## config.mk

```make
export PLATFORM = sky130hd
export DESIGN_NAME = vga_csr_bank
export DESIGN_NICKNAME = d
export VERILOG_FILES = /design/src/rtl/vga_csr_bank.sv
export SDC_FILE = /design/constraint.sdc
export NUM_CORES = 1
export LEC_CHECK = 0
export ABC_AREA = 1
export CAP_MARGIN = 10
export CORE_AREA = 3 3 79 111
export CTS_CLUSTER_SIZE = 24
export DETAILED_ROUTE_END_ITERATION = 8
export DIE_AREA = 0 0 82 114
export GPL_TIMING_DRIVEN = 0
export HOLD_SLACK_MARGIN = 0.1
export PLACE_DENSITY_LB_ADDON = 0.15
export SYNTH_ARGS = -nofsm -noshare
export SYNTH_HDL_FRONTEND = slang
export SYNTH_SLANG_ARGS = --single-unit
```

## constraint.sdc

```tcl
create_clock -name clk_i -period 2.3 [get_ports clk_i]
set_input_delay 0.345 -clock clk_i [delete_from_list [all_inputs] [get_ports clk_i]]
set_output_delay 0.345 -clock clk_i [all_outputs]
set_load 0.02 [all_outputs]
```

## src/rtl/vga_csr_bank.sv

```systemverilog
// vga_csr_bank: native-side CSR bank for the VGA core (control, status, W1C frame IRQ, frame counter).
// Define VGA_CSR_FRAME_CNT_EN to build the FRAME_CNT register; otherwise address 0x3 is unmapped.
module vga_csr_bank #(
    parameter int ADDR_W = 4,
    parameter int DATA_W = 32
) (
    input  logic              clk_i,
    input  logic              arst_i,
    input  logic              write_en_i,
    input  logic [ADDR_W-1:0] addr_write_i,
    input  logic [DATA_W-1:0] wdata_i,
    input  logic              read_en_i,
    input  logic [ADDR_W-1:0] addr_read_i,
    output logic [DATA_W-1:0] rdata_o,
    input  logic              frame_done_i,
    output logic              enable_o,
    output logic [11:0]       bg_color_o,
    output logic              irq_o
);
    logic [1:0]        ctrl;
    logic              pending;
    logic [11:0]       bg_color;
    logic [DATA_W-1:0] scratch;
    logic [DATA_W-1:0] rd_val;
    logic              frame_hit;

    assign frame_hit  = frame_done_i & ctrl[0];
    assign enable_o   = ctrl[0];
    assign bg_color_o = bg_color;

    always_ff @(posedge clk_i or posedge arst_i) begin
        if (arst_i) begin
            ctrl     <= '0;
            pending  <= 1'b0;
            bg_color <= '0;
            scratch  <= '0;
            irq_o    <= 1'b0;
            rdata_o  <= '0;
        end else begin
            if (write_en_i && addr_write_i == ADDR_W'(0)) ctrl <= wdata_i[1:0];
            if (write_en_i && addr_write_i == ADDR_W'(4)) bg_color <= wdata_i[11:0];
            if (write_en_i && addr_write_i == ADDR_W'(5)) scratch <= wdata_i;
            // set wins over a simultaneous W1C
            pending <= frame_hit | (pending & ~(write_en_i && addr_write_i == ADDR_W'(2) && wdata_i[0]));
            irq_o   <= ctrl[1] & pending;
            if (read_en_i) rdata_o <= rd_val;
        end
    end

`ifdef VGA_CSR_FRAME_CNT_EN
    logic [31:0] frame_cnt;

    always_ff @(posedge clk_i or posedge arst_i) begin
        if (arst_i) frame_cnt <= '0;
        else if (frame_hit) frame_cnt <= frame_cnt + 32'd1;
    end
`endif

    always_comb begin
        rd_val = '0;
        case (addr_read_i)
            ADDR_W'(0): rd_val = DATA_W'(ctrl);
            ADDR_W'(1): rd_val = DATA_W'({ctrl[0], pending});
            ADDR_W'(2): rd_val = DATA_W'(pending);
`ifdef VGA_CSR_FRAME_CNT_EN
            ADDR_W'(3): rd_val = DATA_W'(frame_cnt);
`endif
            ADDR_W'(4): rd_val = DATA_W'(bg_color);
            ADDR_W'(5): rd_val = scratch;
            default:    rd_val = '0;
        endcase
    end
endmodule

```

# After elaboration in Yosys (flattened, before gate mapping)
# Cells that the tools add are included.
# totals
reg_bits	80
input_bits	45
elab_cells	26
# classes
n_eq_ne	7
mux	1
n_bitwise	5
n_reduce_logical	7
# ops
operator	n
$pmux W32 S5	1
$eq A4 B3 Y1 const B	4
$eq A4 B2 Y1 const B	2
$logic_not A4 Y1	2
$logic_and A1 B1 Y1	5
$eq A4 B1 Y1 const B	1
$and A1 B1 Y1	3
$not A1 Y1	1
$or A1 B1 Y1	1

# Logic depth before layout (Yosys ltp)
# Gate-level depths: netlist (run 1).
# logic_depth
depth_word	6
depth_mapped	9

# Least setup slack after synthesis (run 1)
# No wires, ideal clock.
# synth_path
path_type	input to register
startpoint	in read_en_i
endpoint	reg rdata_o[12]
setup_ns	0.076
t_arrival_ns	0.969
path_slack_ns	1.255
stages	5
n_path_buf	2
cell_sequence	buf_2 inv_1 clkbuf_1 nand2_1 o21ai_1
# synth_rtl
element	line_no	rtl
start: declaration	12	input logic read_en_i,
end signal: assignment	46	if (read_en_i) rdata_o <= rd_val;
end: declaration	14	output logic [DATA_W-1:0] rdata_o,

# Final worst setup path (run 1)
# layout_path
startpoint	reg ctrl[0]
endpoint	out enable_o
# layout_rtl
element	line_no	rtl
start: declaration	20	logic [1:0] ctrl;
start signal: assignment	40	if (write_en_i && addr_write_i == ADDR_W'(0)) ctrl <= wdata_i[1:0];
end: declaration	16	output logic enable_o,
# No word-level cell between the ends.

==> flow_summary.yaml, run 1 <==
run_status:
  status: "complete, no violations"
route:
  num_vias: 2842
  vias_per_cell: 4.75
  post-route-drc-count: 0
  wirelength_mm: 7.58
  drtIter0Drc: 113
  detail-route-antenna-nets: 0
  wl_per_cell_microns: 12.7
  drtPass1Iterations: 4
floorplanning:
  die_y_microns: 114
  ioPinCount: 91
  initial_core_util: 0.444
  die_x_microns: 82
  dieArea_sq_um: 9350
  core_sq_um: 7800
  rows: 38
setup_path:
  path_buf_inv: 1
  max_stage_delay_ns: 0.63
  r2r_slack_ns: 1.42
  startpoint_type: "flop"
  reg2reg_depth: 6
  worstPathRequired_ns: 1.96
  r2r-start: "ctrl[0]"
  critPathTopFamily: "buffers and inverters"
  slowest_stage: "clkdlybuf4s50_1"
  crit_type: "flop to output port"
  regToRegEndpoint: "rdata_o[0]"
  arrival_ns: 1.41
  cp-end-kind: "output port"
  path_cells: "clkdlybuf4s50_1"
  critPathMaxFanout: 5
cells_and_area:
  drive_above_1_share: 0.110
  fill_cells: 721
  area_growth_pct: 36.0
  multiInputGateArea_sq_um: 1160
  layout.nets: 538
  register_area_sq_um: 2000
  utilization: 0.603
  antenna_cells: 0
  fin_cells: 598
synth:
  synth_mux_area_frac: 0
  ys_types: 19
  synth_warnings: 0
  synth_compound_area_frac: 0.113
  yosysTopAreaCellShare: 0.578
  ys_seq_elements: 80
  synth_top_family_by_area: "simple AND/OR/NAND/NOR gates"
  ys_top_cells_by_area: "dfrtp_1 (58%), nand2_1 (16%), o21ai_1 (5.8%)"
  yosys.area.top_type: "dfrtp_1"
  yosys.area_share.adder: 0
  syn-num-nets: 436
  synth-simple-area-share: 0.222
  synth_xor_area_frac: 0
  synthCells: 391
  synth_area_sq_um: 3460
  yosysSeqAreaShare: 0.578
  avgSynthCellArea_sq_um: 8.85
grt:
  overflow: 0
  grtUsageMet1: 0.209
  antenna_found_initial: 0
  grt_pass1_vias: 2865
  track_usage: 0.183
  grtUsageMet2: 0.313
  busiest_layer: "met2"
  grt_use_met3: 0.0411
  grt_max_degree: 37
  grt_pass1_wl_mm: 13.0
timing:
  fin_crit_sh: 0.763
  drv_slew: 0
  tightest_slew_ns: 0.464
  relSlewSlack: 0.690
  finalClockSkew_ns: 0.00655
  period_minus_slack_ns: 1.75
  hold_viol_final: 0
  setup_tns_ns: 0
  rsz0062_at_grt: "false"
  setup_viol_count_final: 0
  timing.fmax_mhz: 570
clock_network:
  post_cts_buffers: 0
  cts_root_buf: "clkbuf_8"
  clock_latency_ns: 0.35
  clk_path_buf_depth: 2
  path_clk_slew_ns: 0.07
  cts-htree-levels: 3
  postCtsHoldBufs: 0
  tritoncts: "done"
  cts_resized: 0
  cts_buffers: 9
  clock_sink_count: 80
worst_hold_path:
  hold_path_class: "input port to flop"
  hold_path_startpoint: "read_en_i"
  min_to: "rdata_o[29]"
  hold_depth: 3
placed_design:
  gp_congestion: 0.788
  dp_cells: 582
  portBuffers: 89
  dp_hpwl_mm: 5.79
power_and_ir_drop:
  vdd_drop_max_v: 0.000472
  p_leak_nw: 2.29
  power.density_nw_per_um2: 708
  p_total_mw: 3.33
job:
  max_cap_violations: 0
==> state kept, by name, summed over array words and instances, names as in the netlist <==
register    flops
ctrl            2
scratch        32
irq_o           1
bg_color_o     12
rdata_o        32
pending         1
==> worst reg2reg max path, stage by stage (launching register included) <==
cell and delay, ns:
dfrtp_1 0.43, nand2_1 0.09, nand2_1 0.06, nand2_1 0.06
nand2_1 0.05, nand2_1 0.05, nand2_1 0.05
==> power by group <==
part	switching (mW)	internal, mW
Combinational	0.329	0.315
Sequential	0.120	1.60
Clock	0.490	0.480
==> cell type report <==
class / count / share of cell area
Timing Repair Buffer: 91 / 0.198
Sequential cell: 80 / 0.425
Multi-Input combinational cell: 250 / 0.247
Clock buffer: 14 / 0.0367
Buffer: 21 / 0.0314
Clock inverter: 2 / 0.00266
Inverter: 40 / 0.0327
Tap cell: 100 / 0.0266
==> routing by layer <==
layer,routed length (microns),share of wire
met1,3110,0.41
met3,320,0.042
met5,0,0
met2,3970,0.52
met4,171,0.023
==> synthesized netlist by cell type <==
master	n
buf_2	7
o21ai_2	14
buf_4	2
o21ai_0	12
nand2_2	2
nand4_1	2
nand3_4	1
inv_1	39
nor2_4	3
nand2_1	143
clkbuf_1	5
o21ai_1	40
dfrtp_1	80
nor2_1	4
buf_6	7
a22o_1	1
inv_2	1
nand3_1	27
nor2_2	1
==> worst max path at each step <==
stage	slack, ns	to	depth (start not counted)	from
6_report	0.55	enable_o	1	ctrl[0]
2_1_floorplan	1.05	bg_color_o[0]	1	arst_i
5_1_grt	0.49	enable_o	1	ctrl[0]
3_3_place_gp	0.13	scratch[14]	2	arst_i
4_1_cts	0.51	enable_o	1	ctrl[0]
3_5_place_dp	0.57	scratch[7]	7	write_en_i
==> logic make-up (layout without fill, tap and decap cells) <==
| kind of cell | after synthesis | count (layout) |
|---|---|---|
| simple gates | 183 | 183 |
| flops | 80 | 80 |
| compound gates | 67 | 67 |
| buf+inv | 61 | 168 |
==> layout by cell type (no fill, tap or decap), drive strengths merged <==
master	n
clkdlybuf4s50	89
clkinv	1
o21ai	66
buf	18
dfrtp	80
clkinvlp	2
nand4	2
inv	39
nor2	8
a22o	1
nand3	28
nand2	145
clkbuf	19
==> through the flow <==
| stage | area [sq um] | setup slack [ns] | hold slack (ns) |
|---|---|---|---|
| final | 4710 | 0.546 | 0.284 |
| after global routing | 4710 | 0.493 | 0.288 |
| after CTS | 4710 | 0.508 | 0.260 |
| after detailed placement | 4520 | 0.574 | 0.467 |
| after global placement | 4480 | 0.134 | 0.464 |
| after floorplan | 3460 | 1.05 | 0.455 |
No activity file was read; power rests on OpenSTA's default activity.
==> run 2, diff against run 1 <==
Settings changed: CORE_AREA 3 3 79 111 to 3 3 79 110, DIE_AREA 0 0 82 114 to 0 0 82 113.
Clock period 2.3 ns to 1.7 ns, I/O delays scaled along.
==> flow_summary.yaml, run 2 (synthesis results as in run 1) <==
cells_and_area:
  utilization: 0.608
  final_common_cell: "nand2_1"
  area_growth_pct: 37.1
  antenna_cells: 0
  layout.nets: 537
  drive_above_1_share: 0.113
  fin_cells: 597
  final_cell_mix: "nand2_1 (143), clkdlybuf4s50_1 (88), dfrtp_1 (80), o21ai_1 (40), inv_1 (38)"
timing:
  finalClockSkew_ns: 0.00491
  fin_hold_ws_ns: 0.199
  timing.fmax_mhz: 618
  period_minus_slack_ns: 1.62
  tightest_slew_ns: 0.847
  setup_viol_count_final: 0
  hold_viol_final: 0
  fin_crit_sh: 0.952
  rsz0062_at_grt: "false"
  relSlewSlack: 0.434
  drv_slew: 0
setup_path:
  cp-end-kind: "output port"
  worst-path-stages: 1
  crit_type: "flop to output port"
  arrival_ns: 1.36
  r2r_slack_ns: 0.83
  r2r-start: "ctrl[0]"
  reg2reg_depth: 6
  max_stage_delay_ns: 0.63
  path_cells: "clkdlybuf4s50_1"
  regToRegEndpoint: "rdata_o[0]"
  critPathTopFamily: "buffers and inverters"
  slowest_stage: "clkdlybuf4s50_1"
  worstPathRequired_ns: 1.44
  path_buf_inv: 1
  startpoint_type: "flop"
  critPathMaxFanout: 3
power_and_ir_drop:
  p_seq_frac: 0.482
  p_sw_frac: 0.269
  combPwrFrac: 0.181
  p_int_mw: 3.53
  power_switching_mw: 1.30
  vdd_drop_max_v: 0.000539
  p_leak_nw: 2.31
  clock_power_share: 0.338
  power.density_nw_per_um2: 1020
route:
  num_vias: 2840
  drtIter0Drc: 164
  post-route-drc-count: 0
  wl_per_cell_microns: 13.0
  drtPass1Iterations: 4
  vias_per_cell: 4.76
  detail-route-antenna-nets: 0
  wirelength_mm: 7.74
clock_network:
  path_clk_slew_ns: 0.08
  cts-htree-levels: 3
  clock_latency_ns: 0.35
  clk_path_buf_depth: 2
  tritoncts: "done"
  postCtsHoldBufs: 0
  clock_sink_count: 80
  cts_root_buf: "clkbuf_8"
  cts_buffers: 9
  post_cts_buffers: 0
placed_design:
  dp_hpwl_mm: 5.79
  portBuffers: 89
  dp_cells: 581
  gp_congestion: 0.787
grt:
  busiest_layer: "met2"
  grt_pass1_vias: 2861
  grtUsageMet1: 0.230
  overflow: 0
  grt_max_degree: 43
  track_usage: 0.185
  antenna_found_initial: 0
  grt_pass1_wl_mm: 13.4
  grt_use_met3: 0.0271
  grtUsageMet2: 0.310
worst_hold_path:
  min_to: "rdata_o[29]"
  hold_path_startpoint: "read_en_i"
  hold_depth: 3
  hold_path_class: "input port to flop"
floorplanning:
  die_y_microns: 113
  core_sq_um: 7800
  initial_core_util: 0.444
  dieArea_sq_um: 9270
  rows: 38
  ioPinCount: 91
  die_x_microns: 82
run_status:
  status: "complete, no violations"
job:
  max_cap_violations: 0
==> run 2: per-stage QoR <==
stage	setup slack, ns	setup TNS [ns]	total power, mW	cell area [sq um]
after global placement	-0.371	-29.40	3.21	4480
after global routing	0.0202	0	5.06	4740
after floorplan	0.535	0	2.82	3460
after CTS	0.0260	0	4.87	4740
final	0.0820	0	4.82	4740
after detailed placement	0.0620	0	3.24	4500
==> run 2: routing by layer <==
layer,vias up,part of all wire
met4,0,0.017
met1,1323,0.41
met3,11,0.047
met5,-,0
met2,71,0.53
li1,1435,-
==> run 2: worst max-delay path by stage <==
stage,from,end,slack [ns]
floorplan,arst_i,bg_color_o[0],0.54
global route,bg_color_o[1],bg_color_o[1],0.02
detailed placement,write_en_i,scratch[31],0.06
finish,bg_color_o[1],bg_color_o[1],0.08
CTS,ctrl[0],enable_o,0.03
global placement,arst_i,scratch[14],-0.37
==> run 2: power by group through the flow <==
stage	logic, mW	clock network [mW]	registers [mW]
finish	0.871	1.63	2.32
global route	0.971	1.74	2.35
CTS	0.889	1.66	2.32
detailed placement	0.881	0	2.35
global placement	0.858	0	2.35
floorplan	0.378	0	2.44
==> run 2: tightest hold or removal path: cells and delay by family <==
family / cells / cell delay, ns
buf+inv: 1 / 0.13
compound gates: 1 / 0.06
simple gates: 1 / 0.06
==> run 2: cell type report <==
class                           count  area [sq um]
Fill cell                         696          3050
Sequential cell                    80          2000
Multi-Input combinational cell    250          1160
Timing Repair Buffer               90           913
Clock buffer                       12           165
Inverter                           40           154
Buffer                             21           148
Tap cell                          100           125
Clock inverter                      4          75.1
==> run 2: what timing repair did <==
item                                    4_1_cts  5_1_grt
hold endpoints to repair                      0        0
gates resized for setup                       0        1
endpoints found under the setup margin        0        1
==> run 3, diff against run 2 <==
Settings changed: CTS_CLUSTER_SIZE 24 to 10, GPL_TIMING_DRIVEN 0 to unset.
==> flow_summary.yaml, run 3 (synthesis results as in run 1) <==
setup_path:
  path_cells: "clkdlybuf4s50_1"
  cp-end-kind: "output port"
  crit_type: "flop to output port"
  critPathTopFamily: "buffers and inverters"
  arrival_ns: 1.36
  slowest_stage: "clkdlybuf4s50_1"
  critPathMaxFanout: 3
  max_stage_delay_ns: 0.62
  startpoint_type: "flop"
  worstPathRequired_ns: 1.44
  path_buf_inv: 1
route:
  drtPass1Iterations: 4
  num_vias: 2754
  post-route-drc-count: 0
  wl_per_cell_microns: 12.1
  drtIter0Drc: 84
  detail-route-antenna-nets: 0
  vias_per_cell: 4.68
  wirelength_mm: 7.12
timing:
  fin_crit_sh: 0.949
  setup_tns_ns: 0
  drv_slew: 0
  period_minus_slack_ns: 1.61
  fin_hold_ws_ns: 0.239
  relSlewSlack: 0.745
  hold_viol_final: 0
  finalClockSkew_ns: 0.00577
  setup_viol_count_final: 0
  timing.fmax_mhz: 620
  tightest_slew_ns: 0.381
  rsz0062_at_grt: "false"
placed_design:
  dp_cells: 572
  dp_hpwl_mm: 5.24
  gp_congestion: 0.744
  placed_cell_area_sq_um: 4480
  portBuffers: 90
floorplanning:
  ioPinCount: 91
  initial_core_util: 0.444
  core_sq_um: 7800
  dieArea_sq_um: 9270
  die_y_microns: 113
  rows: 38
  die_x_microns: 82
cells_and_area:
  final_common_cell: "nand2_1"
  fill_cells: 719
  final_cell_mix: "nand2_1 (143), clkdlybuf4s50_1 (89), dfrtp_1 (80), o21ai_1 (40), inv_1 (38)"
  area_growth_pct: 36.3
  drive_above_1_share: 0.105
  finalInstanceArea_sq_um: 4720
  fin_cells: 588
  antenna_cells: 0
  layout.nets: 528
grt:
  grt_pass1_vias: 2698
  grt_max_degree: 65
  track_usage: 0.172
  antenna_found_initial: 0
  overflow: 0
  grt_pass1_wl_mm: 12.3
power_and_ir_drop:
  p_leak_nw: 2.31
  power.density_nw_per_um2: 1010
  vdd_drop_max_v: 0.000587
clock_network:
  clock_sink_count: 80
  cts_buffers: 9
  cts-htree-levels: 3
  postCtsHoldBufs: 0
  cts_root_buf: "clkbuf_8"
  path_clk_slew_ns: 0.08
  post_cts_buffers: 0
  clock_latency_ns: 0.35
  tritoncts: "done"
  clk_path_buf_depth: 2
worst_hold_path:
  hold_path_class: "input port to asynchronous set/reset pin"
job:
  max_cap_violations: 0
run_status:
  status: "complete, no violations"
-- run 3: cell types whose count changed in the layout (fill, tap and decap cells not counted) --
cell | previous run | this run
buf_2 | 7 | 0
buf_6 | 7 | 0
clkbuf_1 | 5 | 0
buf_4 | 2 | 8
clkbuf_8 | 12 | 11
clkdlybuf4s50_1 | 88 | 89
clkinvlp_4 | 3 | 1
clkinv_2 | 0 | 2
buf_12 | 1 | 4
clkinv_4 | 0 | 1
-- run 3: final cells by class --
cell class / instances / area, sq um / share of cell area
clock buffers: 11 / 151 / 0.0321
clock inverters: 5 / 78.8 / 0.0167
inverters: 40 / 154 / 0.0326
multi-input cells: 250 / 1160 / 0.246
flip-flops and latches: 80 / 2000 / 0.425
well taps: 100 / 125 / 0.0265
repair buffers: 102 / 1040 / 0.221
-- run 3: stage by stage --
| step | setup WS [ns] | total power, mW | util |
|---|---|---|---|
| global route | 0.0310 | 5.02 | 0.605 |
| global placement | 0.166 | 3.22 | 0.575 |
| floorplan | 0.535 | 2.82 | - |
| detailed placement | 0.130 | 3.24 | 0.575 |
| finish | 0.0860 | 4.76 | 0.605 |
| CTS | 0.0177 | 4.83 | 0.604 |
-- run 3: what timing repair did --
action	in CTS	in global routing
setup endpoints to repair	0	1
gates resized for setup	0	1
hold endpoints to repair	0	0
-- run 3: routing by layer --
metal  GRT usage  share of wire  up-vias
li1            -              -     1411
met3      0.0326          0.046       11
met1       0.209           0.43     1270
met5           0              0        -
met2       0.284           0.50       62
met4      0.0876          0.024        0
-- run 3: final timing paths --
path	from	to	cells past startpoint	slack [ns]
worst max-delay path	bg_color_o[0]	bg_color_o[0]	1	0.09
worst min-delay path	arst_i	rdata_o[27]	2	0.24
worst max register to register	ctrl[0]	rdata_o[0]	6	0.84
worst min register to register	rdata_o[1]	rdata_o[1]	2	0.49
max in group asynchronous	arst_i	scratch[16]	3	0.88
min in group clk_i	wdata_i[27]	scratch[27]	3	0.46
-- run 3: where the power goes --
part | internal, mW | total, mW | leakage [nW] | switching [mW]
clock network | 0.904 | 1.57 | 0.119 | 0.661
logic | 0.430 | 0.873 | 1.14 | 0.444
registers | 2.16 | 2.32 | 1.05 | 0.160
